===== src/rtl/cache_pkg.sv =====
// Shared types and AXI constants for the cache write-back path.
package cache_pkg;

  typedef enum logic [2:0] {
    ST_IDLE,
    ST_ADDR,
    ST_DATA,
    ST_RESP,
    ST_DONE
  } wb_state_t;

  localparam logic [1:0] AXI_BURST_INCR = 2'b01;
  localparam logic [1:0] AXI_RESP_OKAY  = 2'b00;

  // AXI AxSIZE code: log2 of bytes per beat.
  function automatic logic [2:0] axi_size(input int unsigned data_w);
    return 3'($clog2(data_w / 8));
  endfunction

endpackage


===== src/rtl/axi_wb_unit.sv =====
// Evicts one cache line as a single AXI INCR write burst, AW then W then B,
// one transaction outstanding at a time.
module axi_wb_unit
  import cache_pkg::*;
#(
  parameter int ADDR_W     = 32,
  parameter int LINE_BYTES = 64,
  parameter int DATA_W     = 32,
  localparam int BEATS     = LINE_BYTES * 8 / DATA_W
) (
  input  logic                    clk,
  input  logic                    rst,
  input  logic                    valid_wb,
  input  logic [ADDR_W-1:0]       wb_addr,
  input  logic [LINE_BYTES*8-1:0] wb_data,
  output logic                    ready_wb,
  output logic                    wb_err,
  output logic [ADDR_W-1:0]       awaddr,
  output logic [7:0]              awlen,
  output logic [2:0]              awsize,
  output logic [1:0]              awburst,
  output logic                    awvalid,
  input  logic                    awready,
  output logic [DATA_W-1:0]       wdata,
  output logic [DATA_W/8-1:0]     wstrb,
  output logic                    wlast,
  output logic                    wvalid,
  input  logic                    wready,
  input  logic [1:0]              bresp,
  input  logic                    bvalid,
  output logic                    bready
);

  localparam int LINE_W = LINE_BYTES * 8;
  localparam int CNT_W  = (BEATS > 1) ? $clog2(BEATS) : 1;
  localparam logic [CNT_W-1:0] LAST_BEAT = CNT_W'(BEATS - 1);

  wb_state_t          state_q, state_d;
  logic [CNT_W-1:0]   cnt_q, cnt_d;
  logic               err_q, err_d;
  logic [ADDR_W-1:0]  addr_q, addr_d;
  logic [LINE_W-1:0]  line_q, line_d;

  // State register
  always_ff @(posedge clk) begin
    if (rst) state_q <= ST_IDLE;
    else     state_q <= state_d;
  end

  // Next-state logic; DONE always drains to IDLE so a held request is not re-taken
  always_comb begin
    state_d = state_q;
    unique case (state_q)
      ST_IDLE: if (valid_wb)                      state_d = ST_ADDR;
      ST_ADDR: if (awready)                       state_d = ST_DATA;
      ST_DATA: if (wready && cnt_q == LAST_BEAT)  state_d = ST_RESP;
      ST_RESP: if (bvalid)                        state_d = ST_DONE;
      ST_DONE:                                    state_d = ST_IDLE;
      default:                                    state_d = ST_IDLE;
    endcase
  end

  // Output decode: all handshake outputs come from registered state only
  always_comb begin
    awvalid  = (state_q == ST_ADDR);
    wvalid   = (state_q == ST_DATA);
    wlast    = (state_q == ST_DATA) && (cnt_q == LAST_BEAT);
    bready   = (state_q == ST_RESP);
    ready_wb = (state_q == ST_DONE);
    wb_err   = (state_q == ST_DONE) && err_q;
    awaddr   = addr_q;
    awlen    = 8'(BEATS - 1);
    awsize   = axi_size(DATA_W);
    awburst  = AXI_BURST_INCR;
    wdata    = line_q[DATA_W-1:0];
    wstrb    = '1;
  end

  // Datapath: capture on accept, shift one beat per W handshake
  always_comb begin
    addr_d = addr_q;
    line_d = line_q;
    cnt_d  = cnt_q;
    err_d  = err_q;
    unique case (state_q)
      ST_IDLE: if (valid_wb) begin
        addr_d = wb_addr;
        line_d = wb_data;
        cnt_d  = '0;
        err_d  = 1'b0;
      end
      ST_DATA: if (wready) begin
        line_d = line_q >> DATA_W;
        if (cnt_q != LAST_BEAT) cnt_d = cnt_q + 1'b1;
      end
      ST_RESP: if (bvalid) err_d = (bresp != AXI_RESP_OKAY);
      default: ;
    endcase
  end

  always_ff @(posedge clk) begin
    if (rst) begin
      cnt_q <= '0;
      err_q <= 1'b0;
    end else begin
      cnt_q <= cnt_d;
      err_q <= err_d;
    end
  end

  // Payload registers are only meaningful while their valid is high
  always_ff @(posedge clk) begin
    addr_q <= addr_d;
    line_q <= line_d;
  end

endmodule


===== config.mk =====
export PLATFORM = sky130hd
export DESIGN_NAME = axi_wb_unit
export DESIGN_NICKNAME = d
export VERILOG_FILES = /design/src/rtl/cache_pkg.sv /design/src/rtl/axi_wb_unit.sv
export SDC_FILE = /design/constraint.sdc
export NUM_CORES = 1
export LEC_CHECK = 0
export CORE_AREA = 3 3 248 250
export CTS_BUF_LIST = sky130_fd_sc_hd__clkbuf_8
export CTS_CLUSTER_SIZE = 30
export DETAILED_ROUTE_END_ITERATION = 6
export DIE_AREA = 0 0 251 253
export PLACE_DENSITY = 0.67
export SLEW_MARGIN = 20
export SYNTH_ARGS = -nofsm -noshare
export SYNTH_HDL_FRONTEND = slang
export SYNTH_SLANG_ARGS = --single-unit

===== constraint.sdc =====
create_clock -name clk -period 22.9 [get_ports clk]
set_clock_uncertainty 0.2 [all_clocks]
set_input_delay 4.58 -clock clk [delete_from_list [all_inputs] [get_ports clk]]
set_output_delay 4.58 -clock clk [all_outputs]
set_load 0.01 [all_outputs]

==> results.cfg <==
[global_routing]
grt_pass1_vias = 16900
grt-ovfl-total = 0
antenna_found_initial = 37
grt_pass1_wl_um = 93500
grt_usage_pct = 19.1
grt_max_degree = 197

[placed_design]
post-place-ws_ns = 14.35
gp_congestion = 0.867
numPortBuffers = 621
dp_hpwl_um = 43100

[sta]
drv_slew = 0
fmax_mhz = 125
holdWs_ns = 0.296
period_minus_slack_ns = 8.02
rsz0062_at_grt = no
period_share_pct = 35.0
hold_viol = 0
worstMarginPinSlew_ns = 1.22
final-setup-viol-count = 0
setup_ws_ns = 14.88
slew_headroom_pct = 18.5
setup_tns_ns = 0

[floorplanning]
die_area_um2 = 63500
die_h_um = 253
ioPinCount = 639
start_util_pct = 39.6
row_count = 89
fp.dieW_um = 251
core_area_um2 = 59200

[hold_path]
min_to = line_q[381]
hp-class = register to register
hold_start = line_q[413]
whs_path_depth = 2

[setup_path]
critPathMaxStageDelay_ns = 0.98
cp_cell_sequence = clkdlybuf4s50_1, mux2_2, and2_4, buf_12, buf_4
r2r_start = state_q[1]
reg2reg_to = line_q[275]
start_kind = primary input
cpMaxStageDelayCell = buf_4
rrSetupSlack_ns = 18.60
cp_top_family = buffers and inverters
cp_num_buf_inv = 3
cp.arrival_ns = 8.07
crit_path_max_fanout = 189
end_kind = register
critPathRequiredTime_ns = 22.95
critPathKind = primary input to register
reg2regPathDepth = 6

[finish]
utilization_pct = 53.3
drive_gt1_share_pct = 4.72
nNetsFinal = 3369
area_growth_pct = 34.7
fillers = 5220

[route]
wl_um = 62100
drc = 0
post_drt_via_cell_ratio = 4.62
drtPass1Iterations = 5
wl_per_cell_um = 16.9
num_vias = 17000
drtIter0Drc = 1116
ant_nets = 0

[clocking]
ctsResizeCount = 0
cts-htree-levels = 3
clk_latency_ns = 0.65
path_clk_slew_ns = 0.06
max-clock-path-buffers = 3
cts_root_buffer = clkbuf_8
cts_setup_buffers = 0
cts_buffers = 91
cts_sinks = 552
cts_tree = done
ctsHoldBuffers = 0

[power]
p_seq_share_pct = 53.3
ir_worst_vdd_mv = 0.0380
powerDensity_nw_per_um2 = 77.1
intPower_mw = 1.85
combPwrFrac_pct = 13.4
p_total_mw = 2.43
p_sw_share_pct = 24.0
p_leak_nw = 13.1
clockPowerShare_pct = 33.3
p_sw_mw = 0.585

[flow_run]
drv_cap = 0

[synth]
ys_warn_count = 0
postSynth.asyncResetShare_pct = 0
syn-instance-count = 2237
synth_top_area_cell = edfxtp_1
ys_top_cells_by_area = edfxtp_1 (70%), nand2_1 (23%), buf_4 (2.9%)
synthFlopType = edfxtp_1
ys_types = 40
ys_seq_area_share_pct = 70.3
synth-edff-count = 544
yosys_register_bits = 552
synth_top_area_share_pct = 69.6
syn_area_um2 = 23500
syn_avg_cell_area_um2 = 10.5

[outcome]
status = finished clean
metrics by stage:
step | area [µm²] | instances
4_1_cts | 31500 | 3654
3_5_place_dp | 29800 | 3495
6_report | 31600 | 3674
2_1_floorplan | 23500 | 2252
3_3_place_gp | 29800 | 3495
5_1_grt | 31600 | 3668
worst min-delay path: stages (launching register included):
cell      delay [ns]
edfxtp_1        0.32
nand2_1         0.05
nand2_1         0.04
cell families (layout without fill, tap and decap cells):
family,Yosys count,count (layout),share of synthesized area [%]
buffers and inverters,166,796,4.41
adder cells (fa/ha/maj),1,1,0.0533
AND/OR/NAND/NOR,1499,1499,24.6
other,2,36,0.0320
flip-flops,552,552,70.3
AO/OA/AOI/OAI,15,15,0.507
multiplexers,2,2,0.0907
state kept, by name, indices dropped and copies added (netlist names):
name,cells
err_q,1
awaddr,32
state_q,3
line_q,512
cnt_q,4
cell type report:
| class | count | area (µm²) | share of cell area, % |
|---|---|---|---|
| Antenna cell | 19 | 47.5 | 0.151 |
| Clock buffer | 96 | 1320 | 4.18 |
| Clock inverter | 63 | 373 | 1.18 |
| Inverter | 2 | 15.0 | 0.0475 |
| Multi-Input combinational cell | 1534 | 5990 | 19.0 |
| Sequential cell | 552 | 16500 | 52.2 |
| Tap cell | 773 | 967 | 3.06 |
| Timing Repair Buffer | 635 | 6380 | 20.2 |
cells in the mapped netlist (2+ instances only):
master    count
nand2_1    1442
edfxtp_1    544
buf_4        90
buf_2        46
and2_1       34
clkbuf_1     26
dfxtp_1       8
nor2_1        4
nand3_1       3
a21oi_1       2
a31oi_1       2
and3b_1       2
buf_6         2
conb_1        2
nand2b_1      2
nor3_1        2
nor3b_1       2
or2_2         2
per-layer routing:
metal	wire [µm]	track usage, %	vias to the layer above	share of wire (%)
met4	1840	8.17	32	3.0
li1	-	-	8385	-
met3	6140	7.18	131	9.9
met1	24600	23.2	7772	40
met2	29300	30.6	650	47
met5	213	0	-	0.34
worst max-delay path by stage:
stage	slack, ns	start	to	cells after the start
floorplan	5.38	wready	cnt_q[2]	3
global placement	14.41	valid_wb	line_q[14]	5
detailed placement	14.35	valid_wb	line_q[14]	5
CTS	14.75	state_q[1]	wvalid	3
global route	14.62	state_q[1]	wvalid	3
finish	14.88	valid_wb	line_q[21]	5
power by group through the flow:
stage          clock network [mW]  logic, mW  registers [mW]
3_3_place_gp                    0      0.323            1.31
5_1_grt                     0.885      0.363            1.31
2_1_floorplan                   0      0.173            1.37
3_5_place_dp                    0      0.329            1.32
6_report                    0.811      0.326            1.30
4_1_cts                     0.839      0.331            1.30
placed cells by master (no fill, tap or decap), types with 3 or more instances in the layout:
| master | instances |
|---|---|
| conb_1 | 17 |
| clkbuf_8 | 96 |
| buf_12 | 3 |
| inv_1 | 30 |
| bufinv_16 | 4 |
| inv_8 | 3 |
| and2_1 | 33 |
| nand2_1 | 1442 |
| clkdlybuf4s50_1 | 621 |
| clkinv_2 | 7 |
| edfxtp_1 | 544 |
| nand3_1 | 3 |
| diode_2 | 19 |
| clkinv_1 | 19 |
| dfxtp_1 | 8 |
| nor2_1 | 3 |
| buf_4 | 10 |
Power figures use the tool's default switching activity.
